$ cat src/rtl/w5300_bus_scheduler.sv
// Top-level sequencer and single-bus arbiter for the W5300 driver: runs common/ID/socket bring-up,
// then shares the w5300_interface bus between the IRQ handler and round-robin data channels.
module w5300_bus_scheduler #(
  parameter int          SOCKETS    = 2,
  parameter int          CHANNELS   = 4,
  parameter int          CLK_FREQ   = 100,
  parameter int          TIMEOUT_US = 60,
  parameter logic [9:0]  ID_ADDR    = 10'h3FE,
  parameter logic [15:0] ID_VALUE   = 16'h5300,
  parameter int          HS_RETRIES = 4,
  parameter int          MAX_REINIT = 3,
  localparam int         SW = (SOCKETS > 1) ? $clog2(SOCKETS) : 1,
  localparam int         CW = (CHANNELS > 1) ? $clog2(CHANNELS) : 1
) (
  input  logic                   clk,
  input  logic                   rst_n,
  input  logic                   int_n,
  input  logic                   bus_ready,
  input  logic [15:0]            bus_rd_data,
  output logic [10:0]            bus_addr,
  output logic [15:0]            bus_wr_data,
  output logic                   com_en,
  input  logic                   com_done,
  input  logic [10:0]            com_addr,
  input  logic [15:0]            com_wr_data,
  output logic                   sock_en,
  output logic [SW-1:0]          sock_sel,
  input  logic                   sock_done,
  input  logic [10:0]            sock_addr,
  input  logic [15:0]            sock_wr_data,
  output logic                   irq_en,
  input  logic                   irq_done,
  input  logic [10:0]            irq_addr,
  input  logic [15:0]            irq_wr_data,
  input  logic [CHANNELS-1:0]    ch_req,
  output logic [CHANNELS-1:0]    ch_gnt,
  input  logic                   ch_done,
  input  logic [11*CHANNELS-1:0] ch_addr,
  input  logic [16*CHANNELS-1:0] ch_wr_data,
  output logic [3:0]             state,
  output logic                   err,
  output logic [2:0]             err_code
);

  typedef enum logic [3:0] {
    ST_INIT      = 4'd0,
    ST_COMMON    = 4'd1,
    ST_HANDSHAKE = 4'd2,
    ST_SOCKCFG   = 4'd3,
    ST_IDLE      = 4'd4,
    ST_IRQ       = 4'd5,
    ST_CHAN      = 4'd6,
    ST_ERROR     = 4'd7,
    ST_FATAL     = 4'd8
  } state_t;

  localparam logic [31:0]         TO_CYC  = 32'(TIMEOUT_US * CLK_FREQ);
  localparam logic [CHANNELS-1:0] CH_ONE  = CHANNELS'(1'b1);
  localparam logic [10:0]         BUS_IDLE = 11'h400;

  state_t              state_r, state_nxt_s;
  logic [31:0]         wd_cnt_r;
  logic [7:0]          hs_cnt_r;
  logic [7:0]          reinit_cnt_r;
  logic [1:0]          int_sync_r;
  logic                irq_pend_s;
  logic                last_irq_r;
  logic [CW-1:0]       last_ch_r;
  logic [CW-1:0]       rr_pick_s;
  logic                rr_found_s;
  logic                wd_expired_s;
  logic [2:0]          err_code_r, err_code_nxt_s;
  logic                err_r;
  logic                com_en_r, sock_en_r, irq_en_r;
  logic [SW-1:0]       sock_sel_r;
  logic [CHANNELS-1:0] ch_gnt_r;

  assign irq_pend_s   = ~int_sync_r[1];
  assign wd_expired_s = (wd_cnt_r == TO_CYC - 32'd1);

  // Round-robin search starting one past the last granted channel.
  always_comb begin
    rr_found_s = 1'b0;
    rr_pick_s  = last_ch_r;
    for (int k = 1; k <= CHANNELS; k++) begin
      rr_pick_s  = (!rr_found_s && ch_req[(int'(last_ch_r) + k) % CHANNELS]) ?
                   CW'((int'(last_ch_r) + k) % CHANNELS) : rr_pick_s;
      rr_found_s = rr_found_s | ch_req[(int'(last_ch_r) + k) % CHANNELS];
    end
  end

  // Next-state and error-code decode; done is checked before the watchdog so it wins a tie.
  always_comb begin
    state_nxt_s    = state_r;
    err_code_nxt_s = err_code_r;
    case (state_r)
      ST_INIT: begin
        if (bus_ready) state_nxt_s = ST_COMMON;
        else           state_nxt_s = ST_INIT;
      end
      ST_COMMON: begin
        if (com_done)          state_nxt_s = ST_HANDSHAKE;
        else if (wd_expired_s) begin state_nxt_s = ST_ERROR; err_code_nxt_s = 3'd1; end
        else                   state_nxt_s = ST_COMMON;
      end
      ST_HANDSHAKE: begin
        if (bus_ready && bus_rd_data == ID_VALUE)           state_nxt_s = ST_SOCKCFG;
        else if (bus_ready && hs_cnt_r == 8'(HS_RETRIES - 1)) begin
          state_nxt_s = ST_ERROR; err_code_nxt_s = 3'd2;
        end
        else                                                state_nxt_s = ST_HANDSHAKE;
      end
      ST_SOCKCFG: begin
        if (sock_done && sock_sel_r == SW'(SOCKETS - 1)) state_nxt_s = ST_IDLE;
        else if (sock_done)                              state_nxt_s = ST_SOCKCFG;
        else if (wd_expired_s) begin state_nxt_s = ST_ERROR; err_code_nxt_s = 3'd3; end
        else                                             state_nxt_s = ST_SOCKCFG;
      end
      ST_IDLE: begin
        // A pending IRQ yields once to waiting channels after it was just serviced.
        if (irq_pend_s && !(last_irq_r && rr_found_s)) state_nxt_s = ST_IRQ;
        else if (rr_found_s)                          state_nxt_s = ST_CHAN;
        else                                          state_nxt_s = ST_IDLE;
      end
      ST_IRQ: begin
        if (irq_done)          state_nxt_s = ST_IDLE;
        else if (wd_expired_s) begin state_nxt_s = ST_ERROR; err_code_nxt_s = 3'd4; end
        else                   state_nxt_s = ST_IRQ;
      end
      ST_CHAN: begin
        if (ch_done)           state_nxt_s = ST_IDLE;
        else if (wd_expired_s) begin state_nxt_s = ST_ERROR; err_code_nxt_s = 3'd5; end
        else                   state_nxt_s = ST_CHAN;
      end
      ST_ERROR: begin
        if (wd_cnt_r == 32'd15 && reinit_cnt_r == 8'(MAX_REINIT)) begin
          state_nxt_s = ST_FATAL; err_code_nxt_s = 3'd7;
        end
        else if (wd_cnt_r == 32'd15) state_nxt_s = ST_INIT;
        else                         state_nxt_s = ST_ERROR;
      end
      ST_FATAL: state_nxt_s = ST_FATAL;
      default:  state_nxt_s = ST_INIT;
    endcase
  end

  // State, counters, synchronizer and registered client controls.
  always_ff @(posedge clk or negedge rst_n) begin
    if (!rst_n) begin
      state_r      <= ST_INIT;
      wd_cnt_r     <= 32'd0;
      hs_cnt_r     <= 8'd0;
      reinit_cnt_r <= 8'd0;
      int_sync_r   <= 2'b11;
      last_irq_r   <= 1'b0;
      last_ch_r    <= CW'(CHANNELS - 1);
      err_r        <= 1'b0;
      err_code_r   <= 3'd0;
      com_en_r     <= 1'b0;
      sock_en_r    <= 1'b0;
      irq_en_r     <= 1'b0;
      sock_sel_r   <= '0;
      ch_gnt_r     <= '0;
    end else begin
      state_r    <= state_nxt_s;
      int_sync_r <= {int_sync_r[0], int_n};
      wd_cnt_r   <= (state_nxt_s != state_r) ? 32'd0 :
                    (wd_cnt_r == 32'hFFFF_FFFF) ? wd_cnt_r : wd_cnt_r + 32'd1;
      hs_cnt_r   <= (state_r != ST_HANDSHAKE) ? 8'd0 :
                    (bus_ready ? hs_cnt_r + 8'd1 : hs_cnt_r);
      reinit_cnt_r <= (state_r == ST_ERROR && state_nxt_s == ST_INIT) ?
                      reinit_cnt_r + 8'd1 : reinit_cnt_r;
      err_r      <= err_r | (state_nxt_s == ST_ERROR) | (state_nxt_s == ST_FATAL);
      err_code_r <= err_code_nxt_s;
      com_en_r   <= (state_nxt_s == ST_COMMON);
      sock_en_r  <= (state_nxt_s == ST_SOCKCFG);
      irq_en_r   <= (state_nxt_s == ST_IRQ);
      sock_sel_r <= (state_nxt_s != ST_SOCKCFG) ? '0 :
                    ((state_r == ST_SOCKCFG && sock_done) ? sock_sel_r + SW'(1) : sock_sel_r);
      if (state_r == ST_IDLE && state_nxt_s == ST_IRQ) begin
        last_irq_r <= 1'b1;
      end else if (state_r == ST_IDLE && state_nxt_s == ST_CHAN) begin
        last_irq_r <= 1'b0;
        last_ch_r  <= rr_pick_s;
      end else begin
        last_irq_r <= last_irq_r;
        last_ch_r  <= last_ch_r;
      end
      ch_gnt_r <= (state_nxt_s != ST_CHAN) ? '0 :
                  ((state_r == ST_IDLE) ? (CH_ONE << rr_pick_s) : ch_gnt_r);
    end
  end

  // Bus mux: the client owning the current state drives the interface.
  always_comb begin
    bus_addr    = BUS_IDLE;
    bus_wr_data = 16'h0000;
    case (state_r)
      ST_COMMON:    begin bus_addr = com_addr;           bus_wr_data = com_wr_data;  end
      ST_HANDSHAKE: begin bus_addr = {1'b1, ID_ADDR};    bus_wr_data = 16'h0000;     end
      ST_SOCKCFG:   begin bus_addr = sock_addr;          bus_wr_data = sock_wr_data; end
      ST_IRQ:       begin bus_addr = irq_addr;           bus_wr_data = irq_wr_data;  end
      ST_CHAN: begin
        bus_addr    = ch_addr[11*last_ch_r +: 11];
        bus_wr_data = ch_wr_data[16*last_ch_r +: 16];
      end
      default:      begin bus_addr = BUS_IDLE;           bus_wr_data = 16'h0000;     end
    endcase
  end

  assign state    = state_r;
  assign err      = err_r;
  assign err_code = err_code_r;
  assign com_en   = com_en_r;
  assign sock_en  = sock_en_r;
  assign sock_sel = sock_sel_r;
  assign irq_en   = irq_en_r;
  assign ch_gnt   = ch_gnt_r;

endmodule
$ cat config.mk
export PLATFORM = sky130hd
export DESIGN_NAME = w5300_bus_scheduler
export DESIGN_NICKNAME = d
export VERILOG_FILES = /design/src/rtl/w5300_bus_scheduler.sv
export SDC_FILE = /design/constraint.sdc
export NUM_CORES = 1
export LEC_CHECK = 0
export ABC_CLOCK_PERIOD_IN_PS = 6840
export CELL_PAD_IN_SITES_DETAIL_PLACEMENT = 0
export CELL_PAD_IN_SITES_GLOBAL_PLACEMENT = 1
export CORE_ASPECT_RATIO = 0.8
export CORE_MARGIN = 1
export CORE_UTILIZATION = 30
export DETAILED_ROUTE_END_ITERATION = 16
export GPL_TIMING_DRIVEN = 0
export PLACE_DENSITY = 0.85
export SLEW_MARGIN = 20
export SYNTH_ARGS = -nofsm -noshare
export SYNTH_HDL_FRONTEND = slang
export SYNTH_SLANG_ARGS = --single-unit
$ cat constraint.sdc
create_clock -name clk -period 6.84 [get_ports clk]
set_input_delay 0.684 -clock clk [delete_from_list [all_inputs] [get_ports clk]]
set_output_delay 0.684 -clock clk [all_outputs]
set_load 0.03 [all_outputs]
==> metrics.csv, run 1 <==
metric,value,unit
outcome,"finished, final reports clean",
reg2reg_slack,3630,ps
path_class,reg2out,
clock-root-buffer,clkbuf_16,
layout_common_cells,"clkdlybuf4s50_1, nand2_1, dfrtp_1",
p_per_area,311,nW/µm²
clockBufferDepth,2,
rsz0062_at_grt,false,
place.port_buffers,258,
area_growth,62.3,%
finalSetupViolCount,0,
arrival,3660,ps
hold_buffers,0,
cts_tree,yes,
synth_cell_types,60,
skew,5.08,ps
drc,0,
timing.final.crit_share,0.635,
holdWs,295,ps
synth_cells,548,
drive_gt1_frac,0.0753,
insertion_delay,340,ps
holdCritPathClass,in2async,
die_h,118,µm
layout_commonest_cell,clkdlybuf4s50_1,
core_area,16100,µm²
drv_slew,0,
cp-startpoint,last_ch_r[0]$_DFFE_PN1P_,
synthFlopType,dfrtp_1,
synth-edff-count,0,
grt-ovfl-total,0,
cap_violations,0,
placedInstanceArea,7890,µm²
cts_max_level,3,
first_global_vias,5229,
fp.dieW,147,µm
grt_max_degree,36,
num_io_pins,260,
cp-endpoint,bus_wr_data[14],
grt_usage,0.254,
design_area,8150,µm²
fmax,230,MHz
die-area,17300,µm²
cp_max_fo,10,
antenna_found_initial,3,
synth_top_area_cell,dfrtp_1,
async_flop_share,1.00,
synth_area,5020,µm²
synth_top_area_share,0.324,
yosys-top-cells-area,"dfrtp_1, mux4_2, nand2_1, xor2_1, nor2_1",
routedWlPerCell,21.2,µm
p_leak,0.00316,µW
grt_first_pass_wirelength,32700,µm
post_cts_buffers,0,
wl,22000,µm
critPathCaptureType,output port,
worst_pin_slew,906,ps
layout.nets,1038,
postRouteAntennaNets,0,
vias_per_cell,5.32,
cts_sinks,69,
place.gp.congestion,0.907,
synth_seq_cells,69,
reg2reg_to,wd_cnt_r[7]$_DFFE_PN0P_,
syn_nets,768,
num_vias,5533,
cts.clk_slew.worst_paths,60,ps
required,6160,ps
initial_core_util,0.313,
slew_headroom,0.396,
period_needed,4340,ps
first_pass_iters,13,
fin_tns_setup,0,ps
cts_resized,0,
ys_warn_count,0,
peakVddDrop,0.153,mV
ys_seq_area_frac,0.345,
rows,41,
hpwl,17900,µm
cts_buffers,9,
critPathLaunchType,register,
r2r_start,wd_cnt_r[28]$_DFFE_PN0P_,
avgSynthCellArea,9.16,µm²
drt_iter0_drc,512,
r2r_cells,9,
finalHoldViolCount,0,
## worst max-delay path: stages, from the launching register on
cell and delay, ps:
dfstp_2 570, buf_1 600, buf_1 720, mux4_2 600, nand2_1 80, nand2_1 110
clkdlybuf4s50_1 630
## cell type report
cell class / instances / area, µm²
Tap cell: 215 / 269
Antenna cell: 2 / 5.00
Sequential cell: 69 / 1730
Multi-Input combinational cell: 433 / 3100
Timing Repair Buffer: 259 / 2600
Clock inverter: 2 / 10.0
Buffer: 35 / 146
Clock buffer: 14 / 244
Fill cell: 1513 / 7910
Inverter: 11 / 41.3
## power breakdown
group / leakage, µW / total, µW / switching (µW) / internal [µW]
combinational: 0.00212 / 1620 / 919 / 701
clock: 0.000125 / 409 / 165 / 245
sequential: 0.000924 / 507 / 46.7 / 460
## cell usage after synthesis (9+ instances only)
library cell / number
nand3_1: 25
inv_1: 11
and3_1: 9
o21ai_0: 11
nand2_1: 78
nor3_1: 15
a222oi_1: 17
mux4_2: 27
dfrtp_1: 65
nor2_1: 64
clkbuf_1: 23
xnor2_1: 16
a21oi_1: 15
nand4_1: 20
nor4_1: 11
a22oi_1: 11
xor2_1: 29
## registers in the layout, summed over array words and instances, names as in the netlist
signal,cells
wd_cnt_r,32
hs_cnt_r,8
reinit_cnt_r,8
ch_gnt,4
state,4
err_code,3
int_sync_r,2
last_ch_r,2
com_en,1
err,1
irq_en,1
last_irq_r,1
sock_en,1
sock_sel,1
## worst min-delay path by stage
| stage | start | to | slack, ps | cells past startpoint |
|---|---|---|---|---|
| after floorplan | int_sync_r[0]$_DFF_PN1_ | int_sync_r[1]$_DFF_PN1_ | 350 | 0 |
| after global placement | int_sync_r[0]$_DFF_PN1_ | int_sync_r[1]$_DFF_PN1_ | 350 | 0 |
| after detailed placement | int_sync_r[0]$_DFF_PN1_ | int_sync_r[1]$_DFF_PN1_ | 350 | 0 |
| after CTS | rst_n | wd_cnt_r[2]$_DFFE_PN0P_ | 310 | 1 |
| after global routing | rst_n | wd_cnt_r[2]$_DFFE_PN0P_ | 320 | 1 |
| final | rst_n | wd_cnt_r[2]$_DFFE_PN0P_ | 300 | 1 |
## cell families after synthesis
kind of cell             count (synthesis)  synth area share
adder cells (fa/ha/maj)                  3           0.00748
XOR/XNOR                                45            0.0785
flip-flops                              69             0.345
AND/OR/NAND/NOR                        276             0.283
AO/OA/AOI/OAI                           75             0.112
buffers and inverters                   46            0.0374
multiplexers                            34             0.136
## metal layers
metal	vias up	part of all wire	routed length, µm	track usage
li1	2593	-	-	-
met1	2678	0.44	9790	0.347
met2	235	0.45	9890	0.380
met3	25	0.092	2030	0.0868
met4	2	0.014	316	0.0684
met5	-	0.00041	9	0
## stage by stage
step	worst slack, ps	cells	total power [µW]	util
floorplan	3690	548	1490	-
global placement	2710	1021	2120	0.490
detailed placement	2780	1022	2130	0.491
CTS	2430	1038	2550	0.507
global route	2210	1040	2690	0.507
finish	2500	1040	2540	0.507
Power figures use the tool's default switching activity.
==> run 2, diff against run 1 <==
ABC_CLOCK_PERIOD_IN_PS = 4050   (was 6840)
CORE_UTILIZATION = 29   (was 30)
PLACE_DENSITY = 0.83   (was 0.85)
clock period = 4.05 ns   (was 6.84 ns; I/O delays follow)
==> run 2 against run 1 <==
Against the previous run: via count down 0.43%; clock-buffer cell count is 4 lower; sequential share of layout area shrank 0.45 points; sequential power is 74% higher; die area increased by 3.4%; wire length shrank 0.84%; total power grew 82%; non-clock buffer count unchanged; utilization decreased by 0.92 points; final cell count rose by 0.38%; clock skew barely moved; critical endpoint is now bus_addr[0]; largest cell class unchanged.
==> metrics.csv, run 2 (synthesis results as in run 1) <==
metric,value,unit,change
die_h,120,µm,was 118 µm
cts_tree,yes,,unchanged
placed_cells,1027,,was 1022
grt_first_pass_wirelength,32400,µm,was 32700 µm
grt.busiest_layer,met2,,unchanged
postRouteAntennaNets,0,,unchanged
num_vias,5509,,was 5533
layout_commonest_cell,clkdlybuf4s50_1,,unchanged
path_class,reg2out,,unchanged
grt_usage,0.244,,was 0.254
die-area,17800,µm²,was 17300 µm²
vias_per_cell,5.28,,was 5.32
place.gp.congestion,0.914,,was 0.907
critPathCaptureType,output port,,unchanged
seq_area,1730,µm²,unchanged
multi_input_area,3100,µm²,unchanged
largest_reg_flops,32,,unchanged
top_register,wd_cnt_r,,unchanged
p_leak,0.00325,µW,was 0.00316 µW
slew_headroom,0.502,,was 0.396
drt_iter0_drc,534,,was 512
area_growth,65.9,%,was 62.3%
use_met1,0.351,,was 0.347
timing.final.crit_share,0.926,,
clock-root-buffer,clkbuf_16,,unchanged
placedInstanceArea,7900,µm²,was 7890 µm²
design_area,8330,µm²,was 8150 µm²
drc,0,,unchanged
cp_max_fo,10,,unchanged
cts_buffers,9,,unchanged
wl,21800,µm,was 22000 µm
cts_max_level,3,,unchanged
initial_core_util,0.300,,was 0.313
layout.nets,1038,,unchanged
core_area,16700,µm²,was 16100 µm²
layout_setup_ws,298,ps,was 2500 ps
met3_usage,0.0627,,was 0.0868
layout_common_cells,"clkdlybuf4s50_1, nand2_1, dfrtp_1",,unchanged
grt_util_met2,0.368,,was 0.380
finalHoldViolCount,0,,unchanged
fin_tns_setup,0,ps,unchanged
rows,42,,was 41
hpwl,17900,µm,about the same
critPathLaunchType,register,,unchanged
instances_no_fill,1044,,was 1040
fmax,267,MHz,
period_needed,3750,ps,
insertion_delay,330,ps,was 340 ps
routedWlPerCell,20.9,µm,was 21.2 µm
skew,4.97,ps,was 5.08 ps
cts_sinks,69,,unchanged
cts.clk_slew.worst_paths,50,ps,was 60 ps
required,3640,ps,was 6160 ps
finalSetupViolCount,0,,unchanged
place_ws,221,ps,was 2780 ps
arrival,3350,ps,was 3660 ps
first_pass_iters,7,,was 13
peakVddDrop,0.290,mV,was 0.153 mV
cap_violations,0,,unchanged
num_io_pins,260,,unchanged
grt_max_degree,54,,was 36
reg_top3,"wd_cnt_r x32, hs_cnt_r x8, reinit_cnt_r x8",,unchanged
outcome,"finished, final reports clean",,unchanged
p_per_area,555,nW/µm²,was 311 nW/µm²
holdCritPathClass,reg2reg,,was in2async
worst_pin_slew,740,ps,was 906 ps
place.port_buffers,258,,unchanged
drv_slew,0,,unchanged
fp.dieW,149,µm,was 147 µm
first_global_vias,5261,,was 5229
clockBufferDepth,2,,unchanged
drive_gt1_frac,0.0863,,was 0.0753
fillCellCount,1579,,was 1513
rsz0062_at_grt,false,,unchanged
antenna_found_initial,1,,was 3
grt-ovfl-total,0,,unchanged
## run 2: stage by stage
stage | total power, µW | hold WS, ps | util
final | 4620 | 365 | 0.498
after global routing | 4870 | 370 | 0.498
after CTS | 4660 | 365 | 0.498
after detailed placement | 3590 | 298 | 0.473
after global placement | 3580 | 355 | 0.471
after floorplan | 2510 | 109 | -
## run 2: routing by layer
layer,wire length (µm),vias up
li1,-,2599
met1,9980,2684
met2,9770,213
met3,1910,13
met4,195,0
met5,0,-
## run 2: critical path, stage by stage, from the launching register on
cell             delay [ps]
dfrtp_1                 540
nor4bb_1                550
clkbuf_1                490
clkbuf_1                440
a222oi_1                160
nand2_1                 150
clkdlybuf4s50_1         680
## run 2: final cells by class
class	instances	area share
multi-input cells	433	0.372
repair buffers	260	0.314
flip-flops and latches	69	0.208
well taps	220	0.0331
clock buffers	10	0.0287
plain buffers	34	0.0192
clock inverters	6	0.0189
inverters	11	0.00496
diodes	1	0.000301
## run 2: path summary, 6_finish.rpt
| check | startpoint | to | slack, ps | depth (start not counted) |
|---|---|---|---|---|
| max | state[1]$_DFF_PN0_ | bus_addr[0] | 300 | 6 |
| min | int_sync_r[0]$_DFF_PN1_ | int_sync_r[1]$_DFF_PN1_ | 360 | 0 |
| max reg2reg | state[1]$_DFF_PN0_ | wd_cnt_r[28]$_DFFE_PN0P_ | 840 | 9 |
| min reg2reg | int_sync_r[0]$_DFF_PN1_ | int_sync_r[1]$_DFF_PN1_ | 360 | 0 |
| max in group asynchronous | rst_n | last_ch_r[1]$_DFFE_PN1P_ | 2980 | 3 |
| min in group asynchronous | rst_n | wd_cnt_r[30]$_DFFE_PN0P_ | 480 | 2 |
## run 2: where the power goes
part           switching [µW]  total, µW  internal, µW
registers                 105        883           777
logic                    1500       2700          1190
clock network             295       1040           743
## run 2: what timing repair did
item,4_1_cts,5_1_grt
gates cloned,0,0
buffers inserted,0,0
gates resized for setup,4,4
endpoints found under the setup margin,7,10
hold buffers,1,0
endpoints found under the hold margin,16,0
==> run 3, diff against run 2 <==
REMOVE_ABC_BUFFERS = 1   (was not set)
==> run 3 against run 2 <==
Against the previous run: global-route usage shrank 1.9 points; critical path type is now reg2reg; die area is the same; largest cell class unchanged; maximum frequency grew 1.6%; sequential power grew 18%; worst hold slack lost 8.9 ps; critical endpoint is now wd_cnt_r[26]$_DFFE_PN0P_.
==> metrics.csv, run 3 (synthesis results as in run 1) <==
metric,value,unit,change
outcome,"finished, final reports clean",,unchanged
drv_slew,0,,unchanged
die-area,17800,µm²,unchanged
grt-ovfl-total,0,,unchanged
cts_buffers,9,,unchanged
postRouteAntennaNets,0,,unchanged
routedWlPerCell,19.1,µm,was 20.9 µm
layout_commonest_cell,clkdlybuf4s50_1,,unchanged
drc,0,,unchanged
holdWs,356,ps,was 365 ps
worst_pin_slew,792,ps,was 740 ps
grt_usage,0.225,,was 0.244
period_needed,3690,ps,was 3750 ps
hpwl,15700,µm,was 17900 µm
insertion_delay,330,ps,about the same
slew_headroom,0.472,,was 0.502
cap_violations,0,,unchanged
required,4290,ps,was 3640 ps
r2r_start,state[3]$_DFF_PN0_,,was state[1]$_DFF_PN0_
antenna_found_initial,3,,was 1
core_area,16700,µm²,unchanged
clock-root-buffer,clkbuf_16,,unchanged
grt_max_degree,54,,unchanged
vias_per_cell,5.17,,was 5.28
layout_common_cells,"clkdlybuf4s50_1, nand2_1, dfrtp_1",,unchanged
fp.dieW,149,µm,unchanged
placed_cells,1002,,was 1027
critPathLaunchType,register,,unchanged
holdCritPathClass,reg2reg,,unchanged
die_h,120,µm,unchanged
routed.top_layer,met4,,unchanged
wl_met1,8590,µm,was 9980 µm
largest_reg_flops,32,,unchanged
met2_length,8950,µm,was 9770 µm
hold_depth,0,,unchanged
place.gp.congestion,0.862,,was 0.914
first_pass_iters,8,,was 7
final_util,0.493,,was 0.498
fmax,271,MHz,was 267 MHz
p_per_area,521,nW/µm²,was 555 nW/µm²
wl,19500,µm,was 21800 µm
drt_iter0_drc,379,,was 534
grt_first_pass_wirelength,30200,µm,was 32400 µm
finalSetupViolCount,0,,unchanged
reg2reg_slack,360,ps,was 840 ps
hp-start,int_sync_r[0]$_DFF_PN1_,,unchanged
cts_sinks,69,,unchanged
finalHoldViolCount,0,,unchanged
dr_wl_met3,1320,µm,was 1910 µm
rows,42,,unchanged
critPathCaptureType,register,,was output port
cts_max_level,3,,unchanged
skew,5.64,ps,was 4.97 ps
first_global_vias,5317,,was 5261
clockBufferDepth,2,,unchanged
cts_tree,yes,,unchanged
fillCellCount,1600,,was 1579
peakVddDrop,0.341,mV,was 0.290 mV
cp_max_fo,32,,was 10
initial_core_util,0.300,,unchanged
min_to,int_sync_r[1]$_DFF_PN1_,,unchanged
instances_no_fill,1022,,was 1044
arrival,3930,ps,was 3350 ps
layout.nets,1014,,was 1038
post_cts_buffers,0,,unchanged
drive_gt1_frac,0.0939,,was 0.0863
reg2reg_to,wd_cnt_r[26]$_DFFE_PN0P_,,was wd_cnt_r[28]$_DFFE_PN0P_
p_leak,0.00320,µW,was 0.00325 µW
r2r_cells,7,,was 9
area_growth,64.1,%,was 65.9%
num_vias,5285,,was 5509
num_io_pins,260,,unchanged
path_class,reg2reg,,was reg2out
timing.final.crit_share,0.912,,was 0.926
top_register,wd_cnt_r,,unchanged
rsz0062_at_grt,false,,unchanged
reg_top3,"wd_cnt_r x32, hs_cnt_r x8, reinit_cnt_r x8",,unchanged
place.port_buffers,259,,was 258
cts.clk_slew.worst_paths,60,ps,was 50 ps
## run 3: changes by cell type in the layout (fill, tap and decap cells not counted), sizes merged
cell,before,now
clkdlybuf4s15,2,0
clkdlybuf4s50,257,258
bufinv,5,0
diode,1,3
clkbuf,33,11
clkinv,0,4
## run 3: worst max-delay path by stage
stage,startpoint,end,slack [ps],cells after the start
2_1_floorplan,state[1]$_DFF_PN0_,wd_cnt_r[18]$_DFFE_PN0P_,-890,7
3_3_place_gp,state[1]$_DFF_PN0_,wd_cnt_r[18]$_DFFE_PN0P_,-3170,7
3_5_place_dp,state[0]$_DFF_PN0_,wd_cnt_r[18]$_DFFE_PN0P_,70,8
4_1_cts,state[2]$_DFF_PN0_,wd_cnt_r[26]$_DFFE_PN0P_,70,7
5_1_grt,state[2]$_DFF_PN0_,wd_cnt_r[26]$_DFFE_PN0P_,80,7
6_report,state[3]$_DFF_PN0_,wd_cnt_r[26]$_DFFE_PN0P_,360,7
## run 3: power breakdown
group	switching [µW]	internal, µW	leakage [µW]
combinational	1350	1170	0.00214
sequential	254	782	0.000924
clock	292	447	0.000142
## run 3: critical path, cell delays in order (launching register included)
cell and delay (ps):
dfrtp_1 820, or4b_1 480, nor4b_1 130, nand4b_1 190, or4b_1 690, xor2_1 200, or3_2 790, a211oi_1 260
## run 3: timing repair
action	4_1_cts	5_1_grt
hold endpoints to repair	16	0
hold buffers	1	0
resized for setup	0	1
endpoints found under the setup margin	0	2
## run 3: final cells by class
class	instances	area (µm²)	share of cell area
antenna	3	7.51	0.000911
clock buffer	11	253	0.0307
clock inverter	5	35.0	0.00425
inverter	11	41.3	0.00501
multi-input combinational	433	3160	0.383
sequential	69	1740	0.211
tap	220	275	0.0334
timing repair buffer	270	2730	0.332
## run 3: metrics by stage
stage / setup TNS (ps) / area (µm²) / total power [µW] / worst slack, ps
after floorplan: -33010 / 4870 / 2400 / -892
after detailed placement: 0 / 7920 / 3560 / 74.4
final: 0 / 8240 / 4290 / 358
after global routing: 0 / 8230 / 4560 / 75.6
after CTS: 0 / 8220 / 4330 / 68.9
after global placement: -217080 / 7740 / 3460 / -3170
## run 3: routing by layer
layer / up-vias / GRT usage
met2: 173 / 0.349
met1: 2525 / 0.296
met3: 34 / 0.0616
met4: 0 / 0.0867
li1: 2553 / -
met5: - / 0
